==> config.mk <==
export PLATFORM = sky130hd
export DESIGN_NAME = ddfs_ftw_load_ctrl
export DESIGN_NICKNAME = d
export VERILOG_FILES = /design/src/rtl/ddfs_ftw_load_ctrl.sv
export SDC_FILE = /design/constraint.sdc
export NUM_CORES = 1
export LEC_CHECK = 0
export BUFFER_PORTS_ARGS = -buffer_cell sky130_fd_sc_hd__buf_2
export CAP_MARGIN = 25
export CORE_MARGIN = 5
export CORE_UTILIZATION = 31
export DETAILED_ROUTE_END_ITERATION = 8
export SETUP_SLACK_MARGIN = 0.1
export SKIP_CTS_REPAIR_TIMING = 1
export SLEW_MARGIN = 20
export SYNTH_ARGS = -nofsm -noshare
export SYNTH_HDL_FRONTEND = slang
export SYNTH_SLANG_ARGS = --single-unit
==> constraint.sdc <==
create_clock -name clock_i -period 1.65 [get_ports clock_i]
set_input_delay 0.165 -clock clock_i [delete_from_list [all_inputs] [get_ports clock_i]]
set_output_delay 0.165 -clock clock_i [all_outputs]
set_load 0.1 [all_outputs]
==> src/rtl/ddfs_ftw_load_ctrl.sv <==
// ddfs_ftw_load_ctrl: round-robin host/sweep arbiter sequencing 48-bit FTW words into the DDFS load register.
// Define DDFS_FTW_SYNC_LOAD_EN to defer each load to the next accumulator Wrap, bounded by SYNC_TIMEOUT.
module ddfs_ftw_load_ctrl #(
    parameter int WIDTH        = 48,
    parameter int SYNC_TIMEOUT = 1023
) (
    input  logic             clock_i,
    input  logic             reset_i,
    input  logic             req_h_i,
    input  logic [WIDTH-1:0] din_h_i,
    output logic             ack_h_o,
    input  logic             req_s_i,
    input  logic [WIDTH-1:0] din_s_i,
    output logic             ack_s_o,
    input  logic             wrap_i,
    output logic             load_en_o,
    output logic [WIDTH-1:0] load_dout_o,
    output logic             busy_o
);
    typedef enum logic [1:0] {
        IDLE,
        LOAD,
        ACK
`ifdef DDFS_FTW_SYNC_LOAD_EN
        , WAIT
`endif
    } state_t;

    state_t           state_q, state_d;
    logic             gnt_s_q, gnt_s_d;
    logic [WIDTH-1:0] dout_q, dout_d;
    logic             load_en_q, ack_h_q, ack_s_q;

`ifdef DDFS_FTW_SYNC_LOAD_EN
    localparam logic [15:0] TMO_LAST = 16'(SYNC_TIMEOUT - 1);
    logic [15:0] cnt_q, cnt_d;
`else
    localparam int unused_sync_timeout = SYNC_TIMEOUT;
    logic unused_wrap;
    assign unused_wrap = wrap_i;
`endif

    // gnt_s_q doubles as the round-robin "last granted" flag
    always_comb begin
        state_d = state_q;
        gnt_s_d = gnt_s_q;
        dout_d  = dout_q;
`ifdef DDFS_FTW_SYNC_LOAD_EN
        cnt_d   = cnt_q;
`endif
        case (state_q)
            IDLE: if (req_h_i || req_s_i) begin
                gnt_s_d = req_h_i && req_s_i ? !gnt_s_q : req_s_i;
                dout_d  = gnt_s_d ? din_s_i : din_h_i;
`ifdef DDFS_FTW_SYNC_LOAD_EN
                cnt_d   = '0;
                state_d = WAIT;
`else
                state_d = LOAD;
`endif
            end
`ifdef DDFS_FTW_SYNC_LOAD_EN
            WAIT: if (wrap_i || cnt_q == TMO_LAST) state_d = LOAD;
                  else cnt_d = cnt_q + 16'd1;
`endif
            LOAD:    state_d = ACK;
            ACK:     state_d = IDLE;
            default: state_d = IDLE;
        endcase
    end

    always_ff @(posedge clock_i or posedge reset_i) begin
        if (reset_i) begin
            state_q   <= IDLE;
            gnt_s_q   <= 1'b1;
            dout_q    <= '0;
            load_en_q <= 1'b0;
            ack_h_q   <= 1'b0;
            ack_s_q   <= 1'b0;
`ifdef DDFS_FTW_SYNC_LOAD_EN
            cnt_q     <= '0;
`endif
        end else begin
            state_q   <= state_d;
            gnt_s_q   <= gnt_s_d;
            dout_q    <= dout_d;
            load_en_q <= state_d == LOAD;
            ack_h_q   <= state_d == ACK && !gnt_s_d;
            ack_s_q   <= state_d == ACK && gnt_s_d;
`ifdef DDFS_FTW_SYNC_LOAD_EN
            cnt_q     <= cnt_d;
`endif
        end
    end

    assign load_en_o   = load_en_q;
    assign load_dout_o = dout_q;
    assign ack_h_o     = ack_h_q;
    assign ack_s_o     = ack_s_q;
    assign busy_o      = state_q != IDLE;
endmodule

==> impl_results.html <==
<table>
<tr><th>Metric</th><th>Value</th></tr>
<tr><th colspan="2">Run status</th></tr>
<tr><td>Outcome</td><td>finished clean</td></tr>
<tr><th colspan="2">Hold path</th></tr>
<tr><td>Class of the tightest hold or removal check</td><td>in -&gt; reg</td></tr>
<tr><th colspan="2">Die</th></tr>
<tr><td>Starting Density</td><td>0.323</td></tr>
<tr><td>Placeable Area</td><td>7810 um^2</td></tr>
<tr><td>Number of placed I/O pins</td><td>roughly 150</td></tr>
<tr><td>Full die area</td><td>10000 um^2</td></tr>
<tr><td>Row Count</td><td>32</td></tr>
<tr><td>Die Wd</td><td>100 um</td></tr>
<tr><td>Vertical die dimension</td><td>100 um</td></tr>
<tr><th colspan="2">Critical path</th></tr>
<tr><td>Arrival time at the worst endpoint</td><td>1.30 ns</td></tr>
<tr><td>Element type at the critical path start</td><td>flip-flop</td></tr>
<tr><td>Type of element capturing the critical path</td><td>primary output</td></tr>
<tr><td>Req. time, crit path</td><td>approximately 1.5 ns</td></tr>
<tr><td>Classification of the worst setup path</td><td>reg -&gt; out</td></tr>
<tr><td>CP Max Fanout</td><td>8</td></tr>
<tr><th colspan="2">Route</th></tr>
<tr><td>Wire length per cell</td><td>14.7 um</td></tr>
<tr><td>Number of DRC violations after detailed-routing iteration 0</td><td>70</td></tr>
<tr><td>Number of nets with antenna violations after detailed routing</td><td>0</td></tr>
<tr><td>Post-route DRC</td><td>0</td></tr>
<tr><td>Detailed-route via count</td><td>2600</td></tr>
<tr><td>Total Routed Length</td><td>~7800 um</td></tr>
<tr><td>Pre-antenna DRT Iters</td><td>4</td></tr>
<tr><td>Via-per-instance ratio</td><td>4.87</td></tr>
<tr><th colspan="2">Timing</th></tr>
<tr><td>Final period demand of the worst path</td><td>between 1 and 1.5 ns</td></tr>
<tr><td>Highest Clock Rate</td><td>0.683 GHz</td></tr>
<tr><td>Remaining max-slew budget at the tightest pin</td><td>0.545</td></tr>
<tr><td>Skew final</td><td>0.00555 ns</td></tr>
<tr><td>Unrepaired setup endpoints after global routing</td><td>no</td></tr>
<tr><td>Final setup violation count</td><td>0</td></tr>
<tr><td>Pin slew with the least headroom to its limit</td><td>a little under 0.7 ns</td></tr>
<tr><td>Setup TNS Final</td><td>0 ns</td></tr>
<tr><td>Final number of max-transition violations</td><td>0</td></tr>
<tr><td>Number of hold violations in the final report</td><td>0</td></tr>
<tr><td>Final Cycle Share</td><td>0.888</td></tr>
<tr><th colspan="2">Cells and area</th></tr>
<tr><td>FILL cells</td><td>820</td></tr>
<tr><td>Register area</td><td>1350 um^2</td></tr>
<tr><td>Signed area change from the synthesized netlist to the final layout</td><td>40.5%</td></tr>
<tr><td>Share of final-layout standard cells stronger than drive strength 1</td><td>0.435</td></tr>
<tr><td>Number of diodes added for antenna fixing</td><td>0</td></tr>
<tr><td>Layout Nets</td><td>approximately 530</td></tr>
<tr><td>Area taken by multi-input logic gates</td><td>1060 um^2</td></tr>
<tr><th colspan="2">CTS</th></tr>
<tr><td>Number of buffers added by the clock tree synthesis step</td><td>5</td></tr>
<tr><td>Clock latency on the worst-skew pair</td><td>roughly 0.30 ns</td></tr>
<tr><td>TritonCTS sink count</td><td>54</td></tr>
<tr><td>Maximum level of the CTS H-tree</td><td>2</td></tr>
<tr><td>CTS tree</td><td>yes</td></tr>
<tr><td>Clock root buffer</td><td>sky130_fd_sc_hd__clkbuf_8</td></tr>
<tr><td>Clock-pin slew on the worst setup and hold paths</td><td>approximately 0.10 ns</td></tr>
<tr><td>Max clock buf depth</td><td>2</td></tr>
<tr><th colspan="2">Place</th></tr>
<tr><td>Count of input and output buffers</td><td>151</td></tr>
<tr><td>HPWL Detailed</td><td>5680 um</td></tr>
<tr><td>GP Congestion</td><td>0.759</td></tr>
<tr><th colspan="2">Synthesis</th></tr>
<tr><td>Mapped Area</td><td>2520 um^2</td></tr>
<tr><td>Fraction of the yosys area taken by sequential cells</td><td>0.536</td></tr>
<tr><td>Net count after synthesis</td><td>387</td></tr>
<tr><td>Post-Syn Instances</td><td>286</td></tr>
<tr><td>Post-synthesis register bit count</td><td>between 50 and 60</td></tr>
<tr><td>Count of yosys warnings during synthesis</td><td>0</td></tr>
<tr><td>Unique masters post-synth</td><td>17</td></tr>
<tr><td>Syn avg cell area</td><td>8.82 um^2</td></tr>
<tr><th colspan="2">Global routing</th></tr>
<tr><td>Total global routing track utilization</td><td>0.152</td></tr>
<tr><td>Via count of the first global-routing pass</td><td>between 2000 and 3000</td></tr>
<tr><td>Final global-route overflow total</td><td>0</td></tr>
<tr><td>Maximum number of pins on one net before global-route repair</td><td>55</td></tr>
<tr><td>First-pass GRT wire length</td><td>12500 um</td></tr>
<tr><td>Number of antenna violations at the first check in global routing</td><td>0</td></tr>
<tr><th colspan="2">Run</th></tr>
<tr><td>Max-cap violations</td><td>0</td></tr>
</table>
[flip-flops by register name, summed over array words and instances (netlist names)]
| register | count |
|---|---|
| load_en_o | 1 |
| gnt_s_q | 1 |
| ack_h_o | 1 |
| ack_s_o | 1 |
| state_q | 2 |
| load_dout_o | 48 |
[worst paths after layout]
kind	start	end	slack [ns]	cells past startpoint
max	state_q[1]	busy_o	0.19	4
max in group asynchronous	reset_i	gnt_s_q	0.92	4
min	din_h_i[5]	load_dout_o[5]	0.09	3
min in group asynchronous	reset_i	load_dout_o[21]	0.45	4
min reg2reg	state_q[1]	state_q[1]	0.52	1
max reg2reg	gnt_s_q	load_dout_o[24]	0.24	4
[cells in the mapped netlist]
library cell	number	area, um^2
sky130_fd_sc_hd__nor2b_1	2	12.5
sky130_fd_sc_hd__clkbuf_1	18	67.6
sky130_fd_sc_hd__nand2_1	96	360
sky130_fd_sc_hd__a21boi_1	1	7.51
sky130_fd_sc_hd__a21bo_2	1	10.0
sky130_fd_sc_hd__nor2_1	1	3.75
sky130_fd_sc_hd__inv_1	2	7.51
sky130_fd_sc_hd__dfrtp_1	53	1330
sky130_fd_sc_hd__dfstp_2	1	26.3
sky130_fd_sc_hd__a21oi_1	49	245
sky130_fd_sc_hd__a31oi_2	10	125
sky130_fd_sc_hd__buf_4	1	7.51
sky130_fd_sc_hd__and2_1	3	18.8
sky130_fd_sc_hd__or2_0	1	6.26
sky130_fd_sc_hd__buf_2	6	30.0
sky130_fd_sc_hd__buf_6	2	22.5
sky130_fd_sc_hd__a31oi_1	39	244
[through the flow]
step                area [um^2]  cells   util  hold WS [ns]  worst slack (ns)
floorplan                  2520    286      -         0.228             0.120
global route               3540    534  0.454        0.0850             0.108
detailed placement         3440    524  0.440         0.246            0.0534
CTS                        3520    532  0.451       -0.0946            0.0416
global placement           3440    524  0.440         0.244            0.0783
finish                     3540    534  0.454        0.0922             0.185
[cells by family (layout without fill, tap and decap cells)]
kind of cell	Yosys count	in the layout	share of synthesized area
buffers and inverters	29	174	0.0536
AO/OA/AOI/OAI	100	101	0.251
flip-flops	54	54	0.536
AND/OR/NAND/NOR	103	103	0.159
[placed cells by master (no fill, tap or decap), types with 2 or more instances in the layout]
| master | Yosys | final |
|---|---|---|
| sky130_fd_sc_hd__a21oi_1 | 49 | 49 |
| sky130_fd_sc_hd__a31oi_1 | 39 | 39 |
| sky130_fd_sc_hd__a31oi_2 | 10 | 10 |
| sky130_fd_sc_hd__and2_1 | 3 | 2 |
| sky130_fd_sc_hd__buf_12 | 0 | 4 |
| sky130_fd_sc_hd__buf_2 | 6 | 150 |
| sky130_fd_sc_hd__buf_4 | 1 | 9 |
| sky130_fd_sc_hd__clkbuf_8 | 0 | 5 |
| sky130_fd_sc_hd__clkinv_2 | 0 | 2 |
| sky130_fd_sc_hd__dfrtp_1 | 53 | 53 |
| sky130_fd_sc_hd__nand2_1 | 96 | 96 |
| sky130_fd_sc_hd__nor2b_1 | 2 | 2 |
[layout make-up]
class	count	share of cell area
clock inverter	2	0.00282
tap	102	0.0360
timing repair buffer	164	0.256
sequential	54	0.382
inverter	2	0.00212
multi-input combinational	204	0.300
clock buffer	6	0.0205
[worst max-delay path, stage by stage, from the launching register on]
cell                      delay, ns
sky130_fd_sc_hd__dfrtp_1       0.42
sky130_fd_sc_hd__nor2_4        0.14
sky130_fd_sc_hd__buf_4         0.17
sky130_fd_sc_hd__inv_1         0.05
sky130_fd_sc_hd__buf_4         0.22
[layer usage]
| layer | vias up | global-route usage | share of wire |
|---|---|---|---|
| met5 | - | 0 | 0 |
| met4 | 0 | 0.0497 | 0.020 |
| met3 | 13 | 0.0327 | 0.075 |
| met2 | 112 | 0.257 | 0.48 |
| met1 | 1200 | 0.194 | 0.43 |
| li1 | 1275 | - | - |
Power is not shown: default switching activity piles up to over one toggle a cycle in this logic, so the estimate is an artifact.
